$ cat src/rtl/fpu_result_fifo.sv
// rtl/fpu_result_fifo.sv - tagged result capture FIFO for fp_add / fp_comp completions
module fpu_result_fifo #(
  parameter int DEPTH = 4,
  parameter int AW    = 2
) (
  input  logic          wb_clk_i,
  input  logic          wb_rst_ni,
  input  logic          clr_i,
  input  logic          add_done_i,
  input  logic [31:0]   add_res_i,
  input  logic          add_ov_i,
  input  logic          add_un_i,
  input  logic          add_inv_i,
  input  logic          add_inexact_i,
  input  logic          cmp_done_i,
  input  logic          cmp_eq_i,
  input  logic          cmp_great_i,
  input  logic          cmp_less_i,
  input  logic          cmp_inv_i,
  input  logic          rd_i,
  output logic [31:0]   rd_data_o,
  output logic [3:0]    rd_flags_o,
  output logic          rd_tag_o,
  output logic          empty_o,
  output logic          full_o,
  output logic [AW:0]   count_o,
  output logic          ovf_o,
  output logic          irq_o
);

  // Entry layout: {tag, flags[3:0], data[31:0]}
  localparam int          EW       = 37;
  localparam logic [AW:0] FULL_CNT = (AW+1)'(DEPTH);
  localparam logic [AW:0] ONE_CNT  = (AW+1)'(1);

  logic [EW-1:0] mem [DEPTH];
  logic [AW-1:0] wr_ptr;
  logic [AW-1:0] rd_ptr;
  logic [AW:0]   count;
  logic          ovf;
  logic          add_done_q;
  logic          cmp_done_q;
  logic          pend_valid;
  logic [EW-1:0] pend_entry;

  logic          add_ev;
  logic          cmp_ev;
  logic [EW-1:0] add_entry;
  logic [EW-1:0] cmp_entry;
  logic [EW-1:0] wr_entry;
  logic          wr_req;
  logic          wr_acc;
  logic          rd_en;
  logic [EW-1:0] head;

  assign add_ev    = add_done_i & ~add_done_q;
  assign cmp_ev    = cmp_done_i & ~cmp_done_q;
  assign add_entry = {1'b0, add_inexact_i, add_inv_i, add_un_i, add_ov_i, add_res_i};
  assign cmp_entry = {1'b1, 1'b0, cmp_inv_i, 2'b00, 29'b0, cmp_less_i, cmp_great_i, cmp_eq_i};

  assign empty_o = (count == '0);
  assign full_o  = (count == FULL_CNT);
  assign rd_en   = rd_i & ~empty_o;
  // A full FIFO still takes a write when a pop frees the head slot in the same cycle
  assign wr_acc  = wr_req & ~clr_i & (~full_o | rd_en);

  // Pick the entry to write: a deferred comp entry drains first, add wins a same-cycle tie
  always_comb begin
    wr_req   = 1'b0;
    wr_entry = '0;
    if (pend_valid) begin
      wr_req   = 1'b1;
      wr_entry = pend_entry;
    end else if (add_ev) begin
      wr_req   = 1'b1;
      wr_entry = add_entry;
    end else if (cmp_ev) begin
      wr_req   = 1'b1;
      wr_entry = cmp_entry;
    end
  end

  // Edge detectors keep tracking through a flush so a held done does not re-capture
  always_ff @(posedge wb_clk_i or negedge wb_rst_ni) begin
    if (!wb_rst_ni) begin
      add_done_q <= 1'b0;
      cmp_done_q <= 1'b0;
    end else begin
      add_done_q <= add_done_i;
      cmp_done_q <= cmp_done_i;
    end
  end

  // Pointers, occupancy, pending comp slot and sticky overflow
  always_ff @(posedge wb_clk_i or negedge wb_rst_ni) begin
    if (!wb_rst_ni) begin
      wr_ptr     <= '0;
      rd_ptr     <= '0;
      count      <= '0;
      ovf        <= 1'b0;
      pend_valid <= 1'b0;
      pend_entry <= '0;
    end else if (clr_i) begin
      wr_ptr     <= '0;
      rd_ptr     <= '0;
      count      <= '0;
      ovf        <= 1'b0;
      pend_valid <= 1'b0;
      pend_entry <= '0;
    end else begin
      if (wr_acc) wr_ptr <= wr_ptr + 1'b1;
      if (rd_en)  rd_ptr <= rd_ptr + 1'b1;
      if (wr_acc && !rd_en)      count <= count + ONE_CNT;
      else if (!wr_acc && rd_en) count <= count - ONE_CNT;
      if (wr_req && !wr_acc) ovf <= 1'b1;
      pend_valid <= add_ev & cmp_ev;
      if (add_ev && cmp_ev) pend_entry <= cmp_entry;
    end
  end

  // Entry storage
  always_ff @(posedge wb_clk_i or negedge wb_rst_ni) begin
    if (!wb_rst_ni) begin
      for (int i = 0; i < DEPTH; i++) mem[i] <= '0;
    end else if (wr_acc) begin
      mem[wr_ptr] <= wr_entry;
    end
  end

  assign head       = empty_o ? '0 : mem[rd_ptr];
  assign rd_data_o  = head[31:0];
  assign rd_flags_o = head[35:32];
  assign rd_tag_o   = head[36];
  assign count_o    = count;
  assign ovf_o      = ovf;
  assign irq_o      = ~empty_o;

endmodule
$ cat config.mk
export PLATFORM = sky130hd
export DESIGN_NAME = fpu_result_fifo
export DESIGN_NICKNAME = d
export VERILOG_FILES = /design/src/rtl/fpu_result_fifo.sv
export SDC_FILE = /design/constraint.sdc
export NUM_CORES = 1
export LEC_CHECK = 0
export CAP_MARGIN = 20
export CORE_MARGIN = 8
export CORE_UTILIZATION = 25
export CTS_CLUSTER_SIZE = 10
export DETAILED_ROUTE_END_ITERATION = 8
export SLEW_MARGIN = 20
export SYNTH_ARGS = -nofsm -noshare
export SYNTH_HDL_FRONTEND = slang
export SYNTH_SLANG_ARGS = --single-unit
$ cat constraint.sdc
create_clock -name wb_clk_i -period 2.3 [get_ports wb_clk_i]
set_input_delay 0.46 -clock wb_clk_i [delete_from_list [all_inputs] [get_ports wb_clk_i]]
set_output_delay 0.46 -clock wb_clk_i [all_outputs]
set_load 0.05 [all_outputs]
## Word-level counts from Yosys, hierarchy flattened

Cells that the tools add are included.

- Flip-flop bits (word level): 196
- Latch bits: 0
- Bits in writable memories: 0
- Memory bits (read-only): 0
- Input bits: 46
- Output and inout bits: 44
- Logic and storage cells: 72
- Memories: 0

- Add/sub/neg operators: 4
- $mul: 0
- Divide/modulo/power cells: 0
- $lt $le $gt $ge: 3
- Equal/unequal tests: 1
- Shift-type cells: 0
- Mux-type cells: 25
- Bitwise logic cells: 14
- Reductions and logical operators: 13

Operators by type and width:

| kind | count |
|---|---|
| two-way mux 37 bit | 9 |
| bitwise mux 148 bit | 1 |
| binary-select mux 37 bit (select 2 bit) | 1 |
| demux 37 bit (select 2 bit) | 1 |
| two-way mux 3 bit | 3 |
| two-way mux 2 bit | 4 |
| nonzero test 2 bit | 4 |
| bitwise AND 1 bit | 6 |
| >= comparator 3 bit (second input constant) | 2 |
| two-way mux 1 bit | 6 |
| NOT 2 -> 3 bit | 2 |
| logical AND 1 bit | 5 |
| NOT 1 bit | 5 |
| adder 2 x 1 -> 2 bit (second input constant) | 2 |
| adder 3 x 1 -> 3 bit (second input constant) | 1 |
| == test 3 bit (second input constant) | 1 |
| zero test 3 bit | 1 |
| less-than comparator 3 x 1 -> 1 bit (second input constant) | 1 |
| nonzero test 3 bit | 1 |
| subtractor 3 x 1 -> 3 bit (second input constant) | 1 |
| zero test 1 bit | 2 |
| OR 1 bit | 1 |

## Depth between registers and ports, before layout

- Depth after elaboration: 12
- Gate-level depth with buffers: 10
- Depth with buffers taken out: 9

## Least setup slack after synthesis

No wires, ideal clock.

- Path type: reg2reg
- From: reg count[1], in the netlist count_o[1]
- To: reg count[2], in the netlist count_o[2]
- Setup time: 138 ps
- Arrival: 2633 ps
- Data required time: 2162 ps
- Path slack: -471 ps
- Stages on the path, launching flop included: 11
- Buffers on the path: 1
- Period minus slack after synthesis: 2771 ps
- Cells stage by stage: dfrtp_1 > or3_1 > clkbuf_1 > inv_1 > nor2_1 > nor3_1 > fa_1 > nor2_1 > or2_2 > a211oi_1 > nor3_1

- Cells in the longest elaborated chain, start to end: 8
- Elaborated cells on any way between the ends: 17
- Classes of those cells: 2 x add/sub; 1 x eq/ne; 3 x mux; 5 x bitwise; 6 x reduce/logical

RTL lines:

| element | line | text |
|---|---|---|
| start, declared | 39 | `logic [AW:0] count;` |
| start signal, assigned | 113 | `if (wr_acc && !rd_en) count <= count + ONE_CNT;` |
| start signal, assigned | 114 | `else if (!wr_acc && rd_en) count <= count - ONE_CNT;` |
| zero test 3 bit (*) | 61 | `assign empty_o = (count == '0);` |
| named net empty_o | 24 | `output logic empty_o,` |
| NOT 1 bit (*) | 63 | `assign rd_en = rd_i & ~empty_o;` |
| bitwise AND 1 bit (*) | 63 |  |
| OR 1 bit | 65 | `assign wr_acc = wr_req & ~clr_i & (~full_o \| rd_en);` |
| bitwise AND 1 bit | 65 |  |
| logical AND 1 bit / zero test 1 bit (equally long branches) | 113, 114 |  |
| two-way mux 3 bit / logical AND 1 bit (equally long branches) | 113, 114 |  |
| two-way mux 3 bit / nonzero test 3 bit (equally long branches) | - |  |

The timed path passes the listed nets; every way through them passes the cells marked *. The select of a mux whose other input is x is not followed.
A chain may end at the register's enable or synchronous reset.

## Worst setup path in the final report

- From: reg rd_ptr[0]
- To: out rd_data_o[7]

- Cells in the longest elaborated chain, start to end: 5

RTL lines:

| element | line | text |
|---|---|---|
| start, declared | 38 | `logic [AW-1:0] rd_ptr;` |
| start signal, assigned | 112 | `if (rd_en) rd_ptr <= rd_ptr + 1'b1;` |
| NOT 2 -> 3 bit (not written as such) | 130 | `assign head = empty_o ? '0 : mem[rd_ptr];` |
| binary-select mux 37 bit (select 2 bit) | 130 |  |
| two-way mux 37 bit (not written as such) (2 in series) | 130 |  |
| two-way mux 37 bit | 130 |  |
| end, declared | 21 | `output logic [31:0] rd_data_o,` |

No other way between the ends. The select of a mux whose other input is x is not followed.

==> qor.yml <==
floorplan:
  ios: 90
  die_h_um: 195
  coreArea_mm2: 0.0315
  start_util_pct: 25.4
  dieArea_mm2: 0.0379
  die_x_um: 195
  num_rows: 65
global_routing:
  antenna_found_initial: 0
  first_global_vias: 5506
  grtUsageTotal_pct: 10.9
  grt_pass1_wl_um: 32300
  gr-total-overflow: 0
  grt_max_degree: 48
critical_path:
  crit_chain: "buf_12 -> buf_12 -> mux4_2 -> and2_4 -> buf_6"
  critPathSlowestCell: "mux4_2"
  startpoint_type: "register"
  reg2reg_from: "count_o[2]"
  end_kind: "output port"
  crit_required_ns: 1.84
  setup.worst_path.start: "rd_ptr[0]"
  critPathMaxStageDelay_ns: 0.53
  cpMostUsedCell: "buf_12"
  cp.depth: 5
  worstPathArrival_ns: 2.01
  path_class: "register to output port"
  path_max_fanout: 6
  r2r_cells: 9
  cp_top_family: "multiplexers"
  critPathBufInv: 3
logic_synthesis:
  postSynth.asyncResetShare_pct: 100
  synth-edff-count: 0
  ys_types: 35
  ys_ff_latch: 164
  syn_area_per_cell_um2: 14.7
  ys_warn_count: 0
  ys.flop_type: "dfrtp_1"
  synth_cells: 542
  synth_nets: 593
  synth_area_mm2: 0.00799
  synth_seq_area_share_pct: 51.4
final_layout:
  n_antenna_cell: 0
  drive_gt1_share_pct: 55.6
  stdcell_count: 1095
  multi_input_area_mm2: 0.00373
  fill_cells: 3052
  syn_to_final_growth_pct: 34.7
  layout_commonest_cell: "dfrtp_1"
  nets: 731
  seqCellArea_mm2: 0.00411
  layout_common_cells: "dfrtp_1, mux2_2, buf_4, clkdlybuf4s50_1, mux4_2"
detailed_routing:
  first_iter_violations: 221
  viasPerCell: 4.52
  postRouteAntennaNets: 0
  dr.pass1.iters: 4
  drc_errors: 0
  drt_wl_total_um: 20000
  dr_total_vias: 4953
  post_drt_wl_per_cell_um: 18.3
timing:
  timing.final.crit_share_pct: 107
  fin_skew_ns: 0.00840
  setup_viol: 37
  fin_crit_ns: 2.47
  clock.fmax_mhz: 405
  finalHoldViolCount: 0
  layout_setup_ws_ns: -0.167
  rsz0062_at_grt: "true"
  maxSlewHeadroom_pct: 65.8
  worstMarginPinSlew_ns: 0.511
  finalSetupTns_ns: -5.30
  drv_slew: 0
status:
  violations: "negative setup slack"
  outcome: "complete, but fails checks"
clock_tree:
  cts_sinks: 164
  cts_buffers: 17
  worstSkewPairLatency_ns: 0.43
  cts_tree: "yes"
  clk_pin_slew_ns: 0.07
  h-tree-depth: 4
  clock_tree.buffer_depth: 2
  cts_root_buf: "clkbuf_16"
job:
  cap_violations: 0
hold_path:
  hold_class: "register to register"
  whs_path_depth: 1
  hold_path.startpoint: "mem[5]"
power_and_ir_drop:
  ir_drop_uv: 577
  leakagePower_nw: 5.17
  power_density_mw_per_mm2: 1060
place:
  place_congestion: 0.729
  io_buffer_count: 89
  dp_cells: 1051
  hpwl_um: 13500
sequential cells by signal, summed over array words and instances (netlist names):
name,count
mem,148
pend_entry,5
count_o,3
rd_ptr,2
wr_ptr,2
add_done_q,1
cmp_done_q,1
ovf_o,1
pend_valid,1
cells in the mapped netlist, drive strengths merged (2+ instances only):
cell	n	area, um^2
dfrtp	164	4100
mux2	150	1810
and2	38	238
mux4	37	833
and3	32	200
buf	21	183
nor2	20	75.1
clkbuf	17	63.8
nand2	8	60.1
nand3	7	35.0
a21oi	6	30.0
inv	6	22.5
mux2i	5	50.1
nor3	5	25.0
a2bb2oi	4	35.0
ha	4	50.1
nand2b	2	15.0
nor2b	2	12.5
o31ai	2	15.0
xor2	2	17.5
layout make-up:
class,count,area share [%]
multi-input cells,334,34.7
flip-flops and latches,164,38.2
repair buffers,157,15.7
clock buffers,17,3.95
inverters,6,0.244
well taps,402,4.67
clock inverters,15,2.49
final timing paths:
| check | slack [ns] | endpoint |
|---|---|---|
| max in group asynchronous | 0.99 | mem[141] |
| max reg2reg | 0.19 | count_o[2] |
| min in group asynchronous | 0.54 | count_o[0] |
| max | -0.17 | rd_data_o[7] |
| min reg2reg | 0.50 | mem[5] |
| min | 0.50 | mem[5] |
metal layers:
| metal | GRT usage (%) | vias to the layer above | wire [um] | part of all wire [%] |
|---|---|---|---|---|
| met2 | 18.4 | 72 | 10100 | 51 |
| met3 | 2.47 | 15 | 580 | 2.9 |
| met1 | 13.6 | 2613 | 9090 | 45 |
| li1 | - | 2253 | - | - |
| met4 | 3.62 | 0 | 221 | 1.1 |
| met5 | 0 | - | 0 | 0 |
per-stage QoR:
step | utilization, % | power (mW) | cell area (um^2) | hold slack (ns) | worst slack [ns]
after floorplan | - | 6.27 | 8030 | 0.164 | -0.0962
final | 34.2 | 11.4 | 10800 | 0.503 | -0.167
after global routing | 34.2 | 11.9 | 10800 | 0.519 | -0.238
after global placement | 30.8 | 7.55 | 9690 | 0.443 | -0.195
after detailed placement | 30.8 | 7.60 | 9690 | 0.443 | -0.237
after CTS | 33.8 | 11.4 | 10600 | 0.503 | -0.229
cells by family after synthesis:
kind of cell             synth area share (%)
AO/OA/AOI/OAI                            1.77
XOR/XNOR                                0.329
adder cells (fa/ha/maj)                 0.877
buffers and inverters                    3.37
flip-flops                               51.4
multiplexers                             33.7
AND/OR/NAND/NOR                          8.62
power breakdown:
part	leakage [nW]	total, mW	internal (mW)	switching, mW
Sequential	2.22	3.73	3.45	0.278
Clock	0.336	3.36	2.08	1.28
Combinational	2.61	4.28	2.18	2.11
Total	5.17	11.4	7.70	3.67
timing repair:
action	4_1_cts	5_1_grt
endpoints found under the hold margin	42	0
setup buffers	3	5
setup endpoints to repair	38	37
gates cloned	0	3
resized for setup	73	1
hold buffers	1	0
(Power assumes the default switching activity.)
